<file path="src/rtl/vram_access_arbiter.sv">
// rtl/vram_access_arbiter.sv - single-port VRAM arbiter: CPU port plus three round-robin display ports
module vram_access_arbiter #(
  parameter int ADDR_W       = 17,
  parameter int DATA_W       = 8,
  parameter int STARVE_LIMIT = 4
) (
  input  logic                  clk25,
  input  logic                  rst,
  input  logic [3:0]            req,
  input  logic [4*ADDR_W-1:0]   req_addr,
  input  logic                  cpu_we,
  input  logic [DATA_W-1:0]     cpu_wrdata,
  output logic [3:0]            ack,
  output logic [3:0]            rd_valid,
  output logic [DATA_W-1:0]     rd_data,
  output logic [ADDR_W-1:0]     vram_addr,
  output logic [DATA_W-1:0]     vram_wrdata,
  output logic                  vram_wren,
  output logic                  vram_rden,
  input  logic [DATA_W-1:0]     vram_rddata
);

  localparam logic [3:0] LIMIT = 4'(STARVE_LIMIT);

  logic [3:0]        wait_cnt [1:3];
  logic [1:0]        rr_ptr;
  logic [3:0]        urgent;
  logic [3:0]        disp_req;
  logic [3:0]        grant;
  logic [3:0]        rd_tag;
  logic              cpu_write;
  logic [ADDR_W-1:0] grant_addr;

  // Pick the first set bit of mask[3:1], searching from ptr+1 and wrapping 3 -> 1.
  function automatic logic [3:0] rr_pick(input logic [3:0] mask, input logic [1:0] ptr);
    logic [1:0] p;
    rr_pick = '0;
    p = ptr;
    for (int k = 0; k < 3; k++) begin
      p = (p == 2'd3) ? 2'd1 : p + 2'd1;
      if (mask[p] && rr_pick == 4'd0) rr_pick[p] = 1'b1;
    end
  endfunction

  // Grant decision: urgent display ports, then CPU, then any display port.
  always_comb begin
    urgent   = '0;
    disp_req = '0;
    grant    = '0;
    for (int i = 1; i <= 3; i++) begin
      disp_req[i] = req[i];
      urgent[i]   = req[i] && (wait_cnt[i] == LIMIT);
    end
    if (rst)            grant = '0;
    else if (|urgent)   grant = rr_pick(urgent, rr_ptr);
    else if (req[0])    grant = 4'b0001;
    else                grant = rr_pick(disp_req, rr_ptr);
  end

  assign ack       = grant;
  assign cpu_write = grant[0] & cpu_we;

  // Address of the granted port for the VRAM address register.
  always_comb begin
    grant_addr = '0;
    for (int i = 0; i < 4; i++) begin
      if (grant[i]) grant_addr = req_addr[i*ADDR_W +: ADDR_W];
    end
  end

  // Starvation counters and round-robin pointer.
  always_ff @(posedge clk25) begin
    if (rst) begin
      for (int i = 1; i <= 3; i++) wait_cnt[i] <= '0;
      rr_ptr <= 2'd3;
    end else begin
      for (int i = 1; i <= 3; i++) begin
        if (!req[i] || grant[i])     wait_cnt[i] <= '0;
        else if (wait_cnt[i] != LIMIT) wait_cnt[i] <= wait_cnt[i] + 4'd1;
      end
      if (grant[1])      rr_ptr <= 2'd1;
      else if (grant[2]) rr_ptr <= 2'd2;
      else if (grant[3]) rr_ptr <= 2'd3;
    end
  end

  // VRAM command stage and two-deep read tag pipeline; reset drops in-flight reads.
  always_ff @(posedge clk25) begin
    if (rst) begin
      vram_addr   <= '0;
      vram_wrdata <= '0;
      vram_wren   <= 1'b0;
      vram_rden   <= 1'b0;
      rd_tag      <= '0;
      rd_valid    <= '0;
    end else begin
      vram_wren <= cpu_write;
      vram_rden <= (|grant) && !cpu_write;
      rd_tag    <= cpu_write ? 4'd0 : grant;
      rd_valid  <= rd_tag;
      if (|grant)    vram_addr   <= grant_addr;
      if (cpu_write) vram_wrdata <= cpu_wrdata;
    end
  end

  assign rd_data = (|rd_valid) ? vram_rddata : '0;

endmodule

</file>
<file path="config.mk">
export PLATFORM = sky130hd
export DESIGN_NAME = vram_access_arbiter
export DESIGN_NICKNAME = d
export VERILOG_FILES = /design/src/rtl/vram_access_arbiter.sv
export SDC_FILE = /design/constraint.sdc
export NUM_CORES = 1
export LEC_CHECK = 0
export ABC_AREA = 1
export BUFFER_PORTS_ARGS = -buffer_cell sky130_fd_sc_hd__buf_2
export CAP_MARGIN = 10
export CORE_MARGIN = 5
export CORE_UTILIZATION = 30
export CTS_CLUSTER_SIZE = 40
export DETAILED_ROUTE_END_ITERATION = 10
export PLACE_DENSITY = 0.55
export SKIP_LAST_GASP = 1
export SLEW_MARGIN = 10
export SYNTH_ARGS = -nofsm -noshare
export SYNTH_HDL_FRONTEND = slang
export SYNTH_SLANG_ARGS = --single-unit
</file>
<file path="constraint.sdc">
create_clock -name clk25 -period 3.35 [get_ports clk25]
set_clock_uncertainty 0.05 [all_clocks]
set_input_delay 0.5025 -clock clk25 [delete_from_list [all_inputs] [get_ports clk25]]
set_output_delay 0.5025 -clock clk25 [all_outputs]
set_load 0.03 [all_outputs]
</file>
* Word-level counts from Yosys, hierarchy flattened *
Memory sizes are Yosys's and may differ from the RTL's.
Cells that the tools add are included.

storage, ports and cells
  latch bits = 0
  bits in writable memories = 12
  output and inout bits = 43
  logic and storage cells = 147
  memories kept = 1
  register bits after elaboration = 37
  input port bits = 91
  memory bits (read-only) = 0

memory list
  memory    words  bits a word  read ports  clocked after memory_dff  write ports  line  source
  wait_cnt  3      4            3           0                         3            25    logic [3:0] wait_cnt [1:3];

cells by class
  $add $sub $neg = 6
  reductions and logical operators = 29
  shifts and indexed selects = 0
  order comparisons = 6
  div/mod/pow operators = 0
  bitwise logic cells = 11
  multiply operators = 0
  equality and inequality tests = 9
  muxes and demuxes = 77

operators by type and width
  operator             number
  $mux 4               25
  $mux 17              4
  $mux 1               32
  $logic_not 4->1      4
  $or 4x4->4           4
  $add 4x1->4 const B  3
  $bmux 1 s2           6
  $eq 4x3->1 const B   3
  $mux 2               6
  $ne 4x3->1 const B   3
  $logic_and 1x1->1    11
  $lt 2x3->1 const B   3
  $mux 8               1
  $reduce_or 4->1      2
  $add 2x1->2 const B  3
  $demux 1 s2          3
  $eq 2x2->1 const B   3
  $ge 2x1->1 const B   3
  $or 1x1->1           6
  $logic_not 1->1      4
  $reduce_or 2->1      2
  $logic_or 1x1->1     3
  $reduce_bool 3->1    1
  $reduce_or 3->1      1
  other kinds (2)      2

* Longest topological paths before layout *
  depth in word-level cells = 28
  mapped depth = 22
  depth with buffers taken out = 20

* Least setup slack after synthesis *
OpenSTA, ideal clock, no wires.

  path type = reg2out
  start = register rr_ptr[0]
  end = output port ack[2]
  path slack = 604 ps
  path buffers = 3
  required time = 2797 ps
  arrival = 2193 ps
  stages on the path, launching flop included = 16
  path through = dfxtp_1 > inv_1 > ha_1 > buf_6 > nor2_1 > nor2_1 > nor2_2 > nand3_1 > and2_1 > nand3_1 > nand3_1 > nand3_2 > buf_6 > buf_6 > nand2_1 > inv_1

on the way
  cells in the longest elaborated chain, start to end = 22
  elaborated cells on any way between the ends = 67
  those cells by class = add/sub: 3; order compare: 6; eq/ne: 3; mux: 40; bitwise: 4; reduce/logical: 11

ends and longest elaborated chain
  element                                                         line  source
  start: declaration                                              26    logic [1:0] rr_ptr;
  start signal: assignment                                        75    rr_ptr <= 2'd3;
  start signal: assignment                                        81    if (grant[1]) rr_ptr <= 2'd1;
  start signal: assignment                                        82    else if (grant[2]) rr_ptr <= 2'd2;
  $add 2x1->2 or $eq 2x2->1 (tied branches)                       40    p = (p == 2'd3) ? 2'd1 : p + 2'd1;
  $mux 2 *                                                        40
  $lt 2x3->1 (not written as such) or $ge 2x1->1 (tied branches)  41    if (mask[p] && rr_pick == 4'd0) rr_pick[p] = 1'b1;
  $logic_and 1x1->1 (not written as such)                         41
  $mux 1 (not written as such)                                    41
  $demux 1 s2                                                     41
  $mux 4                                                          41
  $mux 4                                                          56    else if (req[0]) grant = 4'b0001;
  [... 6 more ...]                                                n/a
  $mux 4                                                          55    else if (|urgent) grant = rr_pick(urgent, rr_ptr);
  $mux 4                                                          54    if (rst) grant = '0;
  $logic_not 4->1                                                 41
  $logic_and 1x1->1                                               41
  $mux 4                                                          41
  $mux 4                                                          56
  $mux 4 *                                                        55
  $mux 4 *                                                        54
  end: declaration                                                13    output logic [3:0] ack,

Mark *: on every way between the ends. The rest lies on a longest branch, timed or not. The select of a mux whose other input is x is not followed.

* Worst setup path after layout *
  start = register rr_ptr[0]
  end = output port ack[3]

The elaborated chain is that of the path after synthesis.

==> flow_summary.toml <==
[setup_path]
cp-end-kind = "output pin"
cp_slowest_cell = "dfxtp_2"
cp.required_ns = 2.80
start_kind = "register"
critical_path.top_delay_family = "simple AND/OR/NAND/NOR gates"
cpMostUsedCell = "nand3_1"
critPathBufInv = 4
crit_type = "register to output pin"
arrival_ns = 2.66
slowest_delay_ns = 0.37
worstPathCellList = "inv_1 -> ha_4 -> inv_1 -> nand2_1 -> nand2_1 -> nand3_1 -> nor2_4 -> nand3_1 -> and2_1 -> nand3_1 -> nand3_1 -> nand3_2 -> nand2_2 -> inv_1 -> clkbuf_4"
path_max_fanout = 11

[clocking]
cts_root_buf = "clkbuf_8"
clk_path_buf_depth = 2
htree_levels = 2
cts_buffers = 5
cts_setup_buffers = 0
cts_hold_buf = 0
clkTransAtPathRegs_ns = 0.11
clk_latency_ns = 0.30
cts_tree = "done"
cts_sinks = 49

[detailed_routing]
dr.pass1.iters = 5
via_per_inst = 4.73
wl_per_cell_microns = 13.3
vias = 3347
drt-initial-drc-count = 148
wl_microns = 9370
postRouteAntennaNets = 0
drc = 0

[pwr]
total_power_uw = 3190
peakVddDrop_uv = 350
p_leak_uw = 0.00211
power_density_mw_per_mm2 = 807

[yosys]
synth-seq-cells = 49
synth_area_leaders = "dfxtp_1 24%, nand3_1 18%, nand2_1 13%"
ys.flop_type = "dfxtp_1"
synth.distinct_cells = 32
async_reset_ff_frac = 0
synth_top_area_cell = "dfxtp_1"
syn-num-nets = 545
postSynthAreaPerCell_sq_um = 6.88
ys_seq_area_frac = 0.360
syn_inst = 445
synth_warnings = 0
syn_area_sq_mm = 0.00306
synth_edf_count = 12
yosysTopAreaCellShare = 0.242

[flow_run]
maxCapViolCount = 0

[layout]
fillers = 1083
antenna_cells = 0
drive_gt1_frac = 0.317
fin_nets = 673
syn2layout_area_growth_pct = 28.9

[timing]
setup_tns_ns = 0
slew_violations = 0
fmax_mhz = 312
setup_viol = 0
worst_slew_pin_slew_ns = 1.03
period_minus_slack_ns = 3.21
finalCritPeriodShare = 0.958
finalHoldViolations = 0
relSlewSlack = 0.310
rsz0062_at_grt = "true"

[global_route]
antenna_found_initial = 0
grt_pass1_wl_microns = 15500
grt_pass1_vias = 3271
grt_max_degree = 52
track_usage = 0.150
overflow = 0

[floorplan]
io_pins = 134
num_rows = 36
die_area_sq_mm = 0.0123
start_util = 0.310
die_y_microns = 111
core_area_sq_mm = 0.00986
die_w_microns = 111

[place]
place.gp.congestion = 0.860
portBuffers = 133
hpwlAfterDp_microns = 7510

[hold_path]
hold_path.class = "input port to register"

[status]
status = "finished clean"
## worst reg2reg max path, delay by kind of cell, from the launching register on
| family | cells | cell delay (ns) |
|---|---|---|
| adder cells (fa/ha/maj) | 1 | 0.30 |
| AND/OR/NAND/NOR | 14 | 1.27 |
| AO/OA/AOI/OAI | 1 | 0.42 |
| buffers and inverters | 4 | 0.49 |
| flip-flops | 1 | 0.37 |
## synth_stat cells, drive strengths merged (2+ instances only)
library cell	instances
o21bai	3
nand2	111
o21ai	4
ha	9
xnor2	3
nand3	115
nor2	47
o211ai	2
clkbuf	2
nand4	8
buf	18
a21oi	7
or2	6
inv	53
edfxtp	12
dfxtp	37
xor2	3
## state kept, by name (all words and copies together) (netlist names)
name         cells
rr_ptr           2
wait_cnt        12
vram_wrdata      8
rd_tag           4
vram_wren        1
rd_valid         4
vram_rden        1
vram_addr       17
## final timing paths
kind            startpoint             end  slack, ns  depth (start not counted)
min          cpu_wrdata[3]  vram_wrdata[3]       0.33                          3
max              rr_ptr[0]          ack[3]       0.14                         15
min reg2reg      rd_tag[3]     rd_valid[3]       0.36                          2
max reg2reg      rr_ptr[0]   vram_addr[16]       0.40                         20
## metrics by stage
step / setup WS [ns] / util / area, sq um / instances / hold WS (ns)
after detailed placement: 0.216 / 0.386 / 3810 / 699 / 0.343
after global placement: 0.348 / 0.386 / 3810 / 699 / 0.344
after CTS: 0.0737 / 0.397 / 3910 / 707 / 0.318
final: 0.140 / 0.400 / 3950 / 707 / 0.325
after floorplan: 0.604 / - / 3060 / 445 / 0.338
after global routing: -0.111 / 0.400 / 3950 / 707 / 0.325
## cell type report
type	instances	area [sq um]	share of cell area
Clock buffer	5	68.8	0.0174
Timing Repair Buffer	141	728	0.185
Inverter	54	204	0.0517
Sequential cell	49	1100	0.279
Clock inverter	3	25.0	0.00634
Tap cell	133	166	0.0422
Multi-Input combinational cell	322	1650	0.419
## kinds of logic (layout without fill, tap and decap cells)
kind of cell	Yosys count	count (layout)	synth area share
XOR/XNOR	6	6	0.0172
adder cells (fa/ha/maj)	9	9	0.0368
buffers and inverters	74	203	0.114
AO/OA/AOI/OAI	17	17	0.0417
AND/OR/NAND/NOR	290	290	0.431
flip-flops	49	49	0.360
## layer usage
layer | global-route usage | routed length [microns]
met5 | 0 | 0
met4 | 0.0378 | 145
met3 | 0.0420 | 738
met2 | 0.268 | 4640
met1 | 0.176 | 3840
## cell usage in the layout (no fill, tap or decap), drive strengths merged
master,n
a21oi,7
a41oi,1
and2,1
buf,140
clkbuf,6
clkinv,2
clkinvlp,1
dfxtp,37
edfxtp,12
ha,9
inv,54
nand2,111
nand3,115
nand4,8
nor2,47
nor3,1
nor4,1
o211ai,2
o21ai,4
o21bai,3
or2,6
xnor2,3
xor2,3
## power by group
group	total, uW	internal, uW	switching (uW)
sequential	849	764	85.1
clock	371	153	218
combinational	1970	656	1310
## timing repair
action                                  4_1_cts  5_1_grt
pin swaps                                     0        0
resized for setup                             2       10
endpoints found under the setup margin        3        4
Power figures use the tool's default switching activity.
